===== config.mk =====
export PLATFORM = sky130hd
export DESIGN_NAME = pipeline_sequencer
export DESIGN_NICKNAME = d
export VERILOG_FILES = /design/src/rtl/pipeline_pkg.sv /design/src/rtl/hazard_detect.sv /design/src/rtl/pipeline_sequencer.sv
export SDC_FILE = /design/constraint.sdc
export NUM_CORES = 1
export LEC_CHECK = 0
export ABC_CLOCK_PERIOD_IN_PS = 2150
export CORE_UTILIZATION = 47
export DETAILED_ROUTE_END_ITERATION = 6
export MAX_ROUTING_LAYER = met4
export PLACE_DENSITY = 0.83
export SYNTH_ARGS = -nofsm -noshare
export SYNTH_HDL_FRONTEND = slang
export SYNTH_SLANG_ARGS = --single-unit

===== constraint.sdc =====
create_clock -name clock -period 2.15 [get_ports clock]
set_clock_uncertainty 0.1 [all_clocks]
set_input_delay 0.43 -clock clock [delete_from_list [all_inputs] [get_ports clock]]
set_output_delay 0.43 -clock clock [all_outputs]
set_load 0.1 [all_outputs]

===== src/rtl/pipeline_pkg.sv =====
// pipeline_pkg: shared state encodings, opcodes and field helpers for the run-control block
package pipeline_pkg;
  localparam logic [2:0] S_IDLE   = 3'b000;
  localparam logic [2:0] S_RUN    = 3'b001;
  localparam logic [2:0] S_STALL  = 3'b010;
  localparam logic [2:0] S_STEP   = 3'b011;
  localparam logic [2:0] S_DRAIN  = 3'b100;
  localparam logic [2:0] S_HALTED = 3'b101;
  localparam logic [15:0] HALT_WORD_DEF = 16'hFFFF;
  localparam logic [3:0] OP_ADD  = 4'b0000;
  localparam logic [3:0] OP_SUB  = 4'b0001;
  localparam logic [3:0] OP_AND  = 4'b0010;
  localparam logic [3:0] OP_OR   = 4'b0011;
  localparam logic [3:0] OP_XOR  = 4'b0100;
  localparam logic [3:0] OP_SLT  = 4'b0101;
  localparam logic [3:0] OP_SHL  = 4'b0110;
  localparam logic [3:0] OP_ADDI = 4'b0111;
  function automatic logic [3:0] op_of(input logic [15:0] ir);
    return ir[15:12];
  endfunction
  function automatic logic [1:0] rs_of(input logic [15:0] ir);
    return ir[11:10];
  endfunction
  function automatic logic [1:0] rt_of(input logic [15:0] ir);
    return ir[9:8];
  endfunction
endpackage


===== src/rtl/hazard_detect.sv =====
// hazard_detect: flags a RAW dependency between ID/EX and IF/ID when forwarding is off
module hazard_detect import pipeline_pkg::*; #(
  parameter bit FORWARD_EN = 1'b1
) (
  input  logic [15:0] ifid_ir,
  input  logic        idex_regwrite,
  input  logic [1:0]  idex_wr,
  output logic        hazard
);
  logic [3:0] op;
  assign op = op_of(ifid_ir);
  // addi's second field is its destination, so only the ops below addi read it as a source
  assign hazard = !FORWARD_EN && idex_regwrite && idex_wr != 2'b00 && op <= OP_ADDI &&
                  (idex_wr == rs_of(ifid_ir) || (op < OP_ADDI && idex_wr == rt_of(ifid_ir)));
endmodule


===== src/rtl/pipeline_sequencer.sv =====
// pipeline_sequencer: run/stall/step/drain control and issue statistics for the two-stage pipeline
module pipeline_sequencer import pipeline_pkg::*; #(
  parameter bit          FORWARD_EN   = 1'b1,
  parameter int          STALL_CYCLES = 1,
  parameter int          DRAIN_CYCLES = 2,
  parameter logic [15:0] HALT_WORD    = HALT_WORD_DEF
) (
  input  logic        clock,
  input  logic        resetn,
  input  logic        start,
  input  logic        pause,
  input  logic        step,
  input  logic [15:0] ifid_ir,
  input  logic        idex_regwrite,
  input  logic [1:0]  idex_wr,
  output logic        pc_en,
  output logic        ifid_en,
  output logic        idex_bubble,
  output logic        halted,
  output logic [2:0]  state,
  output logic [15:0] issue_cnt,
  output logic [15:0] stall_cnt
);
  logic [2:0] state_q, state_d, scnt_q, scnt_d, dcnt_q, dcnt_d;
  logic ret_step_q, ret_step_d, halted_q, halted_d;
  logic [15:0] issue_q, issue_d, stall_q, stall_d;
  logic hazard, run_like, is_halt, issue, bubble_edge;
  hazard_detect #(.FORWARD_EN(FORWARD_EN)) u_hazard (
    .ifid_ir(ifid_ir),
    .idex_regwrite(idex_regwrite),
    .idex_wr(idex_wr),
    .hazard(hazard)
  );
  assign run_like    = state_q == S_RUN || state_q == S_STEP;
  assign is_halt     = ifid_ir == HALT_WORD;
  assign issue       = resetn && run_like && !hazard && !is_halt;
  assign bubble_edge = (run_like && hazard) || state_q == S_STALL;
  assign pc_en       = issue;
  assign ifid_en     = issue;
  assign idex_bubble = !issue;
  assign state       = state_q;
  assign halted      = halted_q;
  assign issue_cnt   = issue_q;
  assign stall_cnt   = stall_q;
  // next state, stall/drain countdowns and saturating statistics for the coming falling edge
  always_comb begin
    state_d    = state_q;
    scnt_d     = scnt_q;
    dcnt_d     = dcnt_q;
    ret_step_d = ret_step_q;
    halted_d   = halted_q;
    issue_d    = issue && issue_q != 16'hFFFF ? issue_q + 16'd1 : issue_q;
    stall_d    = bubble_edge && stall_q != 16'hFFFF ? stall_q + 16'd1 : stall_q;
    case (state_q)
      S_RUN, S_STEP:
        if (hazard) begin
          if (STALL_CYCLES > 1) begin
            state_d    = S_STALL;
            scnt_d     = 3'(STALL_CYCLES - 1);
            ret_step_d = state_q == S_STEP;
          end
        end else if (is_halt) begin
          state_d = S_DRAIN;
          dcnt_d  = 3'(DRAIN_CYCLES - 1);
        end else if (state_q == S_STEP || pause) begin
          state_d = S_IDLE;
        end
      S_STALL: begin
        scnt_d = scnt_q - 3'd1;
        if (scnt_q <= 3'd1) state_d = ret_step_q ? S_STEP : S_RUN;
      end
      S_DRAIN:
        if (dcnt_q == 3'd0) begin
          state_d  = S_HALTED;
          halted_d = 1'b1;
        end else begin
          dcnt_d = dcnt_q - 3'd1;
        end
      S_HALTED: state_d = S_HALTED;
      default: state_d = start ? S_RUN : step ? S_STEP : S_IDLE;
    endcase
  end
  // all state moves on the falling edge to line up with the datapath registers
  always_ff @(negedge clock or negedge resetn)
    if (!resetn) begin
      state_q    <= S_IDLE;
      scnt_q     <= 3'd0;
      dcnt_q     <= 3'd0;
      ret_step_q <= 1'b0;
      halted_q   <= 1'b0;
      issue_q    <= 16'd0;
      stall_q    <= 16'd0;
    end else begin
      state_q    <= state_d;
      scnt_q     <= scnt_d;
      dcnt_q     <= dcnt_d;
      ret_step_q <= ret_step_d;
      halted_q   <= halted_d;
      issue_q    <= issue_d;
      stall_q    <= stall_d;
    end
endmodule


==> key figures, run 1 <==
Logic synthesis
  • Seq cells post-synth: 42
  • Post-Syn Nets: 234
  • Area leader, netlist: dfrtn_1
  • Register area share after synthesis: 0.499
  • Post-synth EDFFs: 0
  • Post-Syn Area: 2110 µm²
  • Yosys cell types: 36
  • Synth top area share: 0.499
  • Syn avg cell area: between 10 and 15 µm²
  • Most frequent cell after synthesis: dfrtn_1
  • Top cells by count, synth: dfrtn_1, nand2_1, xnor2_1
  • FFs w/ async S/R, synth: 1.00
  • Area contributors post-synth: dfrtn_1, xnor2_1, nand4_1, xor2_1, ha_1
  • Leading register cell type out of synthesis: dfrtn_1
  • Synthesis Warnings: 0
  • Mapped Cells: approximately 200

Place
  • Placer congestion estimate: between 0.9 and 1
  • Buffers added on ports: 59
  • HPWL Detailed: 4520 µm

Floorplan
  • Initial Util: 0.509
  • IO Count: 63
  • Die height: 69.0 µm
  • Die span in x: 69.0 µm
  • Cell row count: 23

STA
  • Post-GRT worst EP: idex_bubble
  • Worst endpoint pin kind: top-level output

Status
  • Halt Stage: global routing
  • Status: aborted with a tool error
  • Error: [ERROR GRT-0232] Routing congestion too high. Check the congestion heatmap in the GUI.

Clock network
  • Max H-tree Level: 2
  • CTS Buf Count: 5
  • Clock Tree Root: clkbuf_8
  • Clock buffer depth: 2
  • Number of clock sinks: 42

Global route
  • Gr usage total: 0.657
  • Remaining global-route overflow: 2
  • Largest net degree at the start of global routing: 43
metrics by stage:
stage                     worst slack, ps  instance area, µm²  hold slack, ps  instances  setup TNS, ps
after floorplan                     -2100                2190             293        204         -42000
after global placement              -1290                3560             317        358         -29740
after detailed placement            -1400                3560             328        358         -31890
after CTS                           -1030                3890             320        390         -33130
cell families after synthesis:
group / after synthesis / share of synthesized area
AO/OA/AOI/OAI: 19 / 0.0564
XOR/XNOR: 27 / 0.112
adder cells (fa/ha/maj): 6 / 0.0356
buffers and inverters: 12 / 0.0255
flip-flops: 42 / 0.499
multiplexers: 5 / 0.0261
AND/OR/NAND/NOR: 93 / 0.246
metal layers:
metal / GRT overflow / GRT usage
met2: 1 / 0.822
met1: 0 / 0.675
met4: 1 / 0.577
met3: 0 / 0.457
met5: - / -
what timing repair did:
| item | in CTS |
|---|---|
| gates resized for setup | 72 |
| pin swaps | 15 |
| hold buffers | 0 |
| endpoints found under the setup margin | 61 |
| buffers inserted | 25 |
==> inputs of run 2 (changes only) <==
--- a/config.mk
+++ b/config.mk
@@ -6,10 +6,9 @@
 export NUM_CORES = 1
 export LEC_CHECK = 0
 export ABC_CLOCK_PERIOD_IN_PS = 2150
-export CORE_UTILIZATION = 47
+export CORE_UTILIZATION = 40
 export DETAILED_ROUTE_END_ITERATION = 6
-export MAX_ROUTING_LAYER = met4
-export PLACE_DENSITY = 0.83
+export PLACE_DENSITY_LB_ADDON = 0.15
 export SYNTH_ARGS = -nofsm -noshare
 export SYNTH_HDL_FRONTEND = slang
 export SYNTH_SLANG_ARGS = --single-unit
==> run 2 against run 1 <==
  * The flow now finishes, with violations (negative setup slack)
  * Synthesized cell count unchanged
  * Synthesized area is the same
==> key figures, run 2 <==
Logic synthesis
  • Area leader, netlist: dfrtn_1
  • Post-Syn Area: 2110 µm²
  • Post-Syn Nets: 234
  • Most frequent cell after synthesis: dfrtn_1
  • Register area share after synthesis: 0.499
  • Area contributors post-synth: dfrtn_1, xnor2_1, nand4_1, xor2_1, ha_1
  • Top cells by count, synth: dfrtn_1, nand2_1, xnor2_1
  • Mapped Cells: 204
  • Compound-Gate Fraction of Synth Area: 0.0564
  • XOR/XNOR Fraction of Synth Area: 0.112
  • Post-Synth Simple-Gate Area: 0.246
  • Post-synth EDFFs: 0
  • Synthesis Warnings: 0
  • Leading register cell type out of synthesis: dfrtn_1
  • Fraction of synthesized area in multiplexers: 0.0261
  • Syn avg cell area: approximately 10 µm²
  • Largest family of logic cells by synthesized area: simple AND/OR/NAND/NOR gates
  • Synth top area share: 0.499
  • Seq cells post-synth: 42
  • Synth Area in Adders: 0.0356
  • Yosys cell types: 36
  • FFs w/ async S/R, synth: 1.00

Worst setup path
  • RR Endpoint: issue_cnt[1]$_DFFE_NN0P_
  • Startpoint Class: flip-flop
  • R2R depth: 7
  • Worst r2r src: issue_cnt[1]$_DFFE_NN0P_
  • Reg2reg setup slack: -510 ps
  • Worst EP required: between 1500 and 2000 ps
  • Crit path DAT: 2520 ps
  • CP max FO: 3
  • WS Path Type: flip-flop to output pin
  • Crit. End Element: output pin

Clock network
  • Clock insertion delay at the later pin of the skew report: 300 ps
  • Clock Tree Root: clkbuf_8
  • Clock buffer depth: 2
  • Max H-tree Level: 2
  • CTS Hold Bufs: 0
  • CTS Buf Count: 5
  • TritonCTS clock tree: done
  • Number of clock sinks: 42
  • Clock-pin slew of the registers on the worst-case setup and hold paths: ~50 ps

Global route
  • Remaining global-route overflow: 0
  • Met1 Use GR: 0.283
  • Met3 Use GR: 0.0488
  • GR peak layer: met2
  • First-pass GRT wire length: 9640 µm
  • Largest net degree at the start of global routing: 43
  • Gr usage total: 0.236
  • Met2 Track Usage GR: 0.421
  • Initial antenna violation count: 0
  • Vias in the first global route: 2085

STA
  • Slew margin rel.: 0.461
  • Worst-Margin Slew: 801 ps
  • RSZ-0062 raised after global routing: true
  • Setup violations, final: 60
  • Pins over their slew limit: 0
  • WHS: around 320 ps
  • Final hold violation count: 0
  • Final Worst Setup Slack: -905 ps

Layout
  • ANT cells: 0
  • Net count, final: 378
  • Post-route cell area: 4060 µm²
  • Layout Utilization: 0.795
  • Fraction of layout cells with a size suffix above 1: 0.540
  • Commonest non-fill, non-tap cells in the layout: buf_4, dfrtn_1, buf_12, nand4_1, nor2_1
  • Storage element area: 1050 µm²
  • # fillers: 307
  • Area of the multi-input gates: 1260 µm²
  • Commonest non-fill, non-tap cell in the layout: buf_4
  • Syn-to-layout area delta: 92.6%

Routing
  • Post-route ant nets: 0
  • DRT iter0 DRCs: about 130
  • Routed wire length per instance: roughly 15 µm
  • Via density per instance: ~5
  • Post-route DRC: 0
  • Via count: between 2000 and 2500
  • Post-Route WL: between 6000 and 7000 µm
  • Drt pass-1 iters: 4

Hold path
  • Worst Min Path Start: dcnt_q[2]$_DFFE_NN0P_
  • Worst Hold Class: flip-flop to flip-flop
  • End of the worst hold path: dcnt_q[2]$_DFFE_NN0P_
  • Hold depth: 1

Place
  • Placer congestion estimate: slightly below 0.8
  • Buffers added on ports: 59
  • HPWL Detailed: 4040 µm
  • Area post-placement: between 3000 and 4000 µm²

Status
  • Failing checks: negative setup slack
  • Status: complete, but fails checks

Floorplan
  • Core Area: ~5100 µm²
  • Die span in x: 74.6 µm
  • Initial Util: 0.413
  • Die Area: about 5600 µm²
  • Die height: 74.6 µm
  • Cell row count: 26
  • IO Count: 63

Power and ir drop
  • Post-layout power: between 0.001 and 0.0015 W
  • Pwr/cell area: approximately 330 nW/µm²
  • Worst vdd ir: 0.430 mV
  • LEAKAGE: 1.99 nW

Job
  • Maxcap violations: 0
run 2: cell counts after synthesis:
No cell type changed its count.
run 2: cells by family (layout without fill, tap and decap cells):
kind of cell / count (synthesis) / after routing
simple gates: 93 / 93
flops: 42 / 42
xor+xnor: 27 / 27
compound gates: 19 / 19
buf+inv: 12 / 156
fa+ha+maj: 6 / 6
mux: 5 / 5
run 2: power breakdown:
group          internal (W)  switching [W]  total [W]  leakage, nW
Combinational     0.0000280      0.0000302  0.0000582         1.39
Clock              0.000224       0.000262   0.000485       0.0383
Sequential         0.000794              0   0.000794        0.561
Total               0.00105       0.000292    0.00134         1.99
run 2: metal layers:
layer  vias to the layer above  share of wire
met5                         -              0
met4                         0          0.021
met3                         9          0.054
met2                        68           0.53
met1                      1068           0.40
li1                       1003              -
run 2: how the worst max path moves through the flow:
| stage | start | end | slack (ps) | cells after the start |
|---|---|---|---|---|
| finish | state[0]$_DFFE_NN0P_ | idex_bubble | -900 | 6 |
| detailed placement | ifid_ir[1] | issue_cnt[1]$_DFFE_NN0P_ | -1350 | 7 |
| global route | state[0]$_DFFE_NN0P_ | idex_bubble | -950 | 6 |
| floorplan | state[0]$_DFFE_NN0P_ | idex_bubble | -2100 | 4 |
| global placement | ifid_ir[2] | issue_cnt[1]$_DFFE_NN0P_ | -1240 | 7 |
| CTS | state[0]$_DFFE_NN0P_ | idex_bubble | -980 | 7 |
run 2: cell type report:
| cell class | count | area share |
|---|---|---|
| clock buffers | 7 | 0.0188 |
| inverters | 9 | 0.00894 |
| multi-input cells | 150 | 0.311 |
| flip-flops and latches | 42 | 0.259 |
| well taps | 70 | 0.0216 |
| repair buffers | 140 | 0.381 |
run 2: per-stage QoR:
stage               worst slack, ps  setup TNS [ps]  std cells
finish                         -905          -29660        418
global route                   -955          -32860        418
CTS                            -977          -32340        413
detailed placement            -1350          -30670        379
global placement              -1240          -28990        379
floorplan                     -2100          -42000        204
run 2: what timing repair did:
action	CTS	global route
gates cloned	1	0
resized for setup	75	28
buffers inserted	29	11
endpoints found under the setup margin	61	61
pin swaps	24	18
run 2: worst max-delay path, stage by stage (launching register included):
cell,delay [ps]
dfrtn_1,420
nor2b_4,180
o41ai_4,110
nor2_4,110
buf_6,140
inv_4,40
buf_12,150
Power figures use the tool's default switching activity.
